### config.mk
export PLATFORM = sky130hd
export DESIGN_NAME = router_output_arbiter
export DESIGN_NICKNAME = d
export VERILOG_FILES = /design/src/rtl/noc_router_pkg.sv /design/src/rtl/router_output_arbiter_rr_arbiter.sv /design/src/rtl/router_output_arbiter.sv
export SDC_FILE = /design/constraint.sdc
export NUM_CORES = 1
export LEC_CHECK = 0
export CAP_MARGIN = 20
export CORE_AREA = 2 2 163 165
export DETAILED_ROUTE_END_ITERATION = 16
export DIE_AREA = 0 0 165 167
export PLACE_DENSITY = 0.7
export SYNTH_ARGS = -nofsm -noshare
export SYNTH_HDL_FRONTEND = slang
export SYNTH_HIERARCHICAL = 1
export SYNTH_SLANG_ARGS = --single-unit
### constraint.sdc
create_clock -name clk -period 6.8 [get_ports clk]
set_input_delay 1.36 -clock clk [delete_from_list [all_inputs] [get_ports clk]]
set_output_delay 1.36 -clock clk [all_outputs]
set_load 0.05 [all_outputs]
### src/rtl/noc_router_pkg.sv
// Shared router constants: default packet width, requester count, input port indices.
package noc_router_pkg;

   localparam int PACKET_WIDTH = 64;
   localparam int NUM_REQ      = 5;

   localparam int PORT_PE = 0;
   localparam int PORT_N  = 1;
   localparam int PORT_E  = 2;
   localparam int PORT_S  = 3;
   localparam int PORT_W  = 4;

   // Round-robin successor of idx among n requesters.
   function automatic int rr_next(input int idx, input int n);
      return (idx >= n - 1) ? 0 : idx + 1;
   endfunction

endpackage

### src/rtl/router_output_arbiter_rr_arbiter.sv
// Combinational round-robin search: first asserted request at or above ptr, wrapping.
module rr_arbiter
   import noc_router_pkg::*;
#(
   parameter int N  = 5,
   parameter int IW = 3
) (
   input  logic [N-1:0]  req_i,
   input  logic [IW-1:0] ptr_i,
   output logic [N-1:0]  grant_o,
   output logic [IW-1:0] idx_o,
   output logic          any_o
);

   always_comb begin
      grant_o = '0;
      idx_o   = '0;
      any_o   = 1'b0;
      for (int k = 0; k < N; k++) begin
         int j;
         j = int'(ptr_i) + k;
         if (j >= N) j = j - N;
         if (!any_o && req_i[j]) begin
            any_o      = 1'b1;
            grant_o[j] = 1'b1;
            idx_o      = IW'(j);
         end
      end
   end

endmodule

### src/rtl/router_output_arbiter.sv
// Router output stage: round-robin grant into a one-entry buffer, forwarded downstream
// with a one-cycle send strobe that never repeats back-to-back.
module router_output_arbiter #(
   parameter int PACKET_WIDTH = noc_router_pkg::PACKET_WIDTH,
   parameter int NUM_REQ      = noc_router_pkg::NUM_REQ
) (
   input  logic                            clk,
   input  logic                            reset,
   input  logic [NUM_REQ-1:0]              req_valid,
   input  logic [NUM_REQ*PACKET_WIDTH-1:0] req_data,
   output logic [NUM_REQ-1:0]              req_grant,
   input  logic                            out_ri,
   output logic                            out_so,
   output logic [PACKET_WIDTH-1:0]         out_do,
   output logic                            busy,
   output logic [15:0]                     sent_count
);

   localparam int IW = (NUM_REQ > 1) ? $clog2(NUM_REQ) : 1;

   logic                    full_q;
   logic                    out_so_q;
   logic [PACKET_WIDTH-1:0] buf_q;
   logic [PACKET_WIDTH-1:0] out_do_q;
   logic [IW-1:0]           ptr_q, ptr_d;
   logic [15:0]             cnt_q;

   logic [NUM_REQ-1:0]      arb_grant;
   logic [IW-1:0]           arb_idx;
   logic                    arb_any;
   logic                    send, accept;
   logic [PACKET_WIDTH-1:0] pkt_sel;

   rr_arbiter #(.N(NUM_REQ), .IW(IW)) u_rr (
      .req_i   (req_valid),
      .ptr_i   (ptr_q),
      .grant_o (arb_grant),
      .idx_o   (arb_idx),
      .any_o   (arb_any)
   );

   // out_so_q blocks a second send while downstream's ready still reflects the old state.
   assign send   = full_q & out_ri & ~out_so_q;
   assign accept = reset & arb_any & (~full_q | send);

   assign req_grant = accept ? arb_grant : '0;
   assign ptr_d     = accept ? IW'(noc_router_pkg::rr_next(int'(arb_idx), NUM_REQ)) : ptr_q;

   always_comb begin
      pkt_sel = '0;
      for (int i = 0; i < NUM_REQ; i++)
         if (arb_grant[i]) pkt_sel = req_data[i*PACKET_WIDTH +: PACKET_WIDTH];
   end

   always_ff @(posedge clk) begin
      if (!reset) begin
         full_q   <= 1'b0;
         out_so_q <= 1'b0;
         buf_q    <= '0;
         out_do_q <= '0;
         ptr_q    <= '0;
         cnt_q    <= '0;
      end else begin
         out_so_q <= send;
         ptr_q    <= ptr_d;
         if (send) begin
            out_do_q <= buf_q;
            cnt_q    <= cnt_q + 16'd1;
         end
         if (accept) begin
            buf_q  <= pkt_sel;
            full_q <= 1'b1;
         end else if (send) begin
            full_q <= 1'b0;
         end
      end
   end

   assign out_so     = out_so_q;
   assign out_do     = out_do_q;
   assign busy       = full_q;
   assign sent_count = cnt_q;

endmodule

# Word level (Yosys, flattened, before mapping)
# Cells that the tools add are included.
[op_classes]
order_cmp = 16
reduce_logical = 14
addsub = 11
n_bitwise = 11
n_mux = 54
[op_table]
columns = ["cell", "count"]
rows = [
  ["$mux W64", 5],
  ["$ge A32 B1 Y1 const B", 5],
  ["$lt A32 B5 Y1 const B", 5],
  ["$mux W32", 5],
  ["$ge A32 B4 Y1 const B", 4],
  ["$sub A32 B4 Y32 const B", 4],
  ["$mux W5", 6],
  ["$mux W1", 22],
  ["$or A5 B5 Y5", 4],
  ["$mux W3", 6],
  ["$add A16 B1 Y16 const B", 1],
  ["$bmux W1 S3", 5],
  ["$demux W1 S3", 5],
  ["$logic_and A1 B1 Y1", 9],
  ["$add A3 B2 Y4 const B", 2],
  ["$ge A3 B3 Y1 const B", 2],
  ["$add A3 B1 Y4 const B", 1],
  ["$add A3 B3 Y4 const B", 1],
  ["$and A1 B1 Y1", 4],
  ["$logic_not A1 Y1", 4],
  ["$sub A3 B3 Y4 const B", 1],
  ["$add A3 B1 Y3 const B", 1],
  ["$not A1 Y1", 2],
  ["$reduce_bool A2 Y1", 1],
  ["$or A1 B1 Y1", 1],
]
[totals]
wordCells = 112
ff_bits = 149
in_bits = 328
output_inout_bits = 87

# Logic depth before layout (Yosys ltp)
[depth]
word_depth = 23
depth_mapped = 24

# Cells and area by module
# Netlist, hierarchy kept.
[by_module_without_submodules]
columns = ["mod", "area_per_inst_um2", "cells_per_inst", "instances"]
rows = [
  ["router_output_arbiter", 7529.7, 915, 1],
  ["rr_arbiter", 1627.8, 235, 1],
]

# Worst setup path before layout
# Ideal clock, no wire load.
[synth_path]
kind = "reg2out"
startpoint = "register ptr_q[0]"
endpoint = "output port req_grant[1]"
path_stages_with_launch = 19
path_slack_ps = 798
n_path_buf = 6
t_arrival_ps = 4642
cell_sequence = "dfxtp_1 -> buf_6 -> buf_2 -> inv_1 -> buf_2 -> ha_1 -> ha_1 -> clkbuf_1 -> nand2_1 -> o211ai_1 -> mux2i_1 -> mux2i_1 -> mux2_2 -> nor3_4 -> nand3b_1 -> o31ai_1 -> clkbuf_1 -> clkbuf_1 -> and3_1"
[synth_via]
word_cells_on_any_way = 84
[synth_lines]
columns = ["item", "line", "source"]
rows = [
  ["start, declared", "router_output_arbiter.sv:25", "logic [IW-1:0] ptr_q, ptr_d;"],
  ["start signal, assigned", "router_output_arbiter.sv:65", "ptr_q <= ptr_d;"],
  ["branches (longest 17 deep; another with $sub A32 B4 Y32)", "--", ""],
  ["$mux W5 (*)", "router_output_arbiter_rr_arbiter.sv:23", "if (!any_o && req_i[j]) begin"],
  ["named net arb_grant[1]", "router_output_arbiter.sv:28", "logic [NUM_REQ-1:0] arb_grant;"],
  ["$mux W5 (*)", "router_output_arbiter.sv:46", "assign req_grant = accept ? arb_grant : '0;"],
  ["end, declared", "router_output_arbiter.sv:11", "output logic [NUM_REQ-1:0] req_grant,"],
]
# Mark *: on every way through the listed nets, which the timed path passes. The select of a mux whose other input is x is not followed.

# Final worst setup path
[layout_path]
startpoint = "register ptr_q[1]"
endpoint = "output port req_grant[0]"
# Same word-level chain as after synthesis.

==> impl_metrics.env <==
export IMPL_dieWidth_um=165
export IMPL_regToRegEndpoint="buf_q[32]$_SDFFE_PN0P_"
export IMPL_post_cts_resized=0
export IMPL_cts_root_buffer="clkbuf_16"
export IMPL_final_cell_area_um2=14200
export IMPL_cts_buffers=17
export IMPL_cpPeakStageDelay_ps=610
export IMPL_synth_edff_count=0
export IMPL_synth_nets=1495
export IMPL_maxSlewHeadroom_pct=30.6
export IMPL_synth_simple_area_share_pct=22.6
export IMPL_synthesis_area_um2=9160
export IMPL_worst_slew_pin_slew_ps=1040
export IMPL_finalSetupTns_ps=0
export IMPL_hold_path_class="reg -> reg"
export IMPL_cap_violations=0
export IMPL_rows=59
export IMPL_cts_path_max_buffers=2
export IMPL_num_vias=10500
export IMPL_cp_top_family="simple AND/OR/NAND/NOR gates"
export IMPL_total_power_mw=6.20
export IMPL_pre_cts_slack_ps=1020
export IMPL_slew_viol_final=0
export IMPL_synth_xor_area_share_pct=0.765
export IMPL_cts_sinks=149
export IMPL_postPlaceCellArea_um2=13600
export IMPL_grt_overflow=0
export IMPL_die_y_um=167
export IMPL_synth_top_area_share_pct=32.6
export IMPL_seqCellArea_um2=2980
export IMPL_whs_endpoint="out_do[27]$_SDFFE_PN0P_"
export IMPL_via_per_inst=5.70
export IMPL_cp_required_ps=5440
export IMPL_clock_latency_ps=430
export IMPL_period_share_pct=91.1
export IMPL_hold_viol_final=0
export IMPL_hpwl_mm=31.0
export IMPL_cts_tree="yes"
export IMPL_final_common_cell="clkdlybuf4s50_1"
export IMPL_antenna_found_initial=8
export IMPL_finalClockSkew_ps=17.5
export IMPL_routed_wl_mm=42.7
export IMPL_synth_largest_area_cell="dfxtp_1"
export IMPL_grt_pass1_vias=9864
export IMPL_final_cell_mix="409 x clkdlybuf4s50_1, 160 x a21oi_1, 156 x nand2_1"
export IMPL_r2r_start="ptr_q[1]$_SDFFE_PN0P_"
export IMPL_synth_compound_area_share_pct=33.8
export IMPL_synth_fa_ha_area_share_pct=2.40
export IMPL_io_buffer_count=414
export IMPL_synth_area_per_cell_um2=7.96
export IMPL_worstPathCellList="inv_1, ha_1, ha_1, or3_1, o211ai_1, buf_4, mux2i_1, mux2i_1, mux2_2, nor3_4, nand3b_1, o221ai_1, and3_1, buf_12"
export IMPL_synthMuxAreaShare_pct=1.99
export IMPL_outcome="finished clean"
export IMPL_clkSlewWorstSetupHoldPaths_ps=70
export IMPL_finalSetupViolCount=0
export IMPL_syn_inst=1150
export IMPL_grt_max_degree=129
export IMPL_async_reset_ff_share_pct=0
export IMPL_areaGrowthSynthToFinish_pct=54.9
export IMPL_io_pins=415
export IMPL_yosysWarnings=6
export IMPL_crit_arrival_ps=4840
export IMPL_power_density_nw_per_um2=437
export IMPL_multiInputGateArea_um2=5690
export IMPL_drc=0
export IMPL_leakage_nw=4.79
export IMPL_synth_top_flop_cell="dfxtp_1"
export IMPL_fillers=2386
export IMPL_r2r_worst_path_cells=17
export IMPL_ys_types=75
export IMPL_end_kind="output port"
export IMPL_timing_hold_ws_ps=448
export IMPL_grt_pass1_wl_mm=61.5
export IMPL_rsz0062_at_grt="false"
export IMPL_nNetsFinal=1838
export IMPL_synth_seq_area_share_pct=32.6
export IMPL_synth_top_family_by_area="compound AO/OA/AOI/OAI gates"
export IMPL_min_path_cells=2
export IMPL_ant_nets=0
export IMPL_drive_above_1_share_pct=5.31
export IMPL_start_util_pct=35.5
export IMPL_dieArea_um2=27600
export IMPL_setup_slack_ps=604
export IMPL_hold_buffers=0
export IMPL_regToRegSetupSlack_ps=1060
export IMPL_post_route_min_period_ps=6200
export IMPL_irDropWorstVdd_v=0.000621
export IMPL_synth_area_leaders="dfxtp_1 33%, a21oi_1 8.7%, a32o_1 6.8%"
export IMPL_start_kind="flip-flop"
export IMPL_dr_first_iter_drc_count=868
export IMPL_fmax_mhz=161
export IMPL_crit_fanout=15
export IMPL_wire_per_inst_um=23.1
export IMPL_dr_pass1_iters=5
export IMPL_grt_use_total_pct=29.6
export IMPL_critPathKind="reg -> out"
export IMPL_cts_setup_buffers=0
export IMPL_coreArea_um2=25800
export IMPL_gp_congestion=0.981
export IMPL_ctsHtreeMaxLevel=4
export IMPL_critPathBufInv=3
export IMPL_crit_slowest_cell="dfxtp_1"
export IMPL_min_from="buf_q[27]$_SDFFE_PN0P_"
export IMPL_ys_seq_elements=149
stage by stage:
stage / instances / util [%]
final: 1848 / 55.1
after global routing: 1843 / 55.0
after CTS: 1841 / 55.0
after detailed placement: 1809 / 52.6
after global placement: 1809 / 52.6
after floorplan: 1150 / -
final cells by class:
| type | count | area share [%] |
|---|---|---|
| multi-input cells | 872 | 40.1 |
| repair buffers | 435 | 30.9 |
| flip-flops and latches | 149 | 21.0 |
| clock buffers | 18 | 3.03 |
| well taps | 335 | 2.95 |
| clock inverters | 14 | 1.31 |
| inverters | 18 | 0.485 |
| diodes | 7 | 0.123 |
cells in the mapped netlist, drive strengths merged (4+ instances only):
| cell type | number |
|---|---|
| nand3b | 6 |
| or3 | 12 |
| clkbuf | 79 |
| nand4 | 5 |
| and3 | 5 |
| buf | 32 |
| nor3 | 10 |
| nor2b | 70 |
| nor2 | 27 |
| ha | 16 |
| dfxtp | 149 |
| a21o | 5 |
| a32o | 62 |
| o21ai | 14 |
| o31ai | 66 |
| nand3 | 18 |
| o211ai | 5 |
| xnor2 | 5 |
| mux2i | 16 |
| a21oi | 161 |
| nand2 | 156 |
| a221oi | 66 |
| and2 | 4 |
| inv | 17 |
| or4 | 4 |
| nand2b | 71 |
| o2111a | 4 |
routing by layer:
layer	up-vias	part of all wire [%]	global-route usage (%)
met4	4	2.1	7.98
li1	4998	-	-
met3	60	8.1	8.34
met2	441	49	50.5
met1	5029	41	36.2
met5	-	0.077	0
report_power, final:
| part | internal (mW) | total [mW] | switching, mW |
|---|---|---|---|
| clock network | 0.590 | 1.02 | 0.426 |
| logic | 1.70 | 4.08 | 2.38 |
| registers | 1.03 | 1.10 | 0.0764 |
| total | 3.32 | 6.20 | 2.88 |
tightest hold or removal path, delay by kind of cell, from the launching register on:
family	cells	cell delay [ps]
AO/OA/AOI/OAI	1	50
flip-flops	1	310
AND/OR/NAND/NOR	1	50
registers in the layout, summed over array words and instances (netlist names):
signal	count
buf_q	64
busy	1
out_so	1
ptr_q	3
out_do	64
sent_count	16
worst max-delay path by stage:
stage	startpoint	endpoint	cells past startpoint	slack, ps
after global placement	req_valid[1]	req_grant[0]	11	1060
final	ptr_q[1]$_SDFFE_PN0P_	req_grant[0]	14	600
after global routing	ptr_q[1]$_SDFFE_PN0P_	req_grant[0]	14	330
after detailed placement	req_valid[1]	req_grant[0]	11	1020
after CTS	ptr_q[1]$_SDFFE_PN0P_	req_grant[0]	14	600
after floorplan	ptr_q[0]$_SDFFE_PN0P_	req_grant[1]	18	800
cells by family after synthesis:
kind of cell	count (synthesis)
AOI/OAI and AO/OA	428
xor gates and xnor gates	8
adders and majority gates	17
buffers and inverters	129
DFF	149
muxes	18
and+or+nand+nor	401
Note: power is estimated with default switching activity, not from simulation.
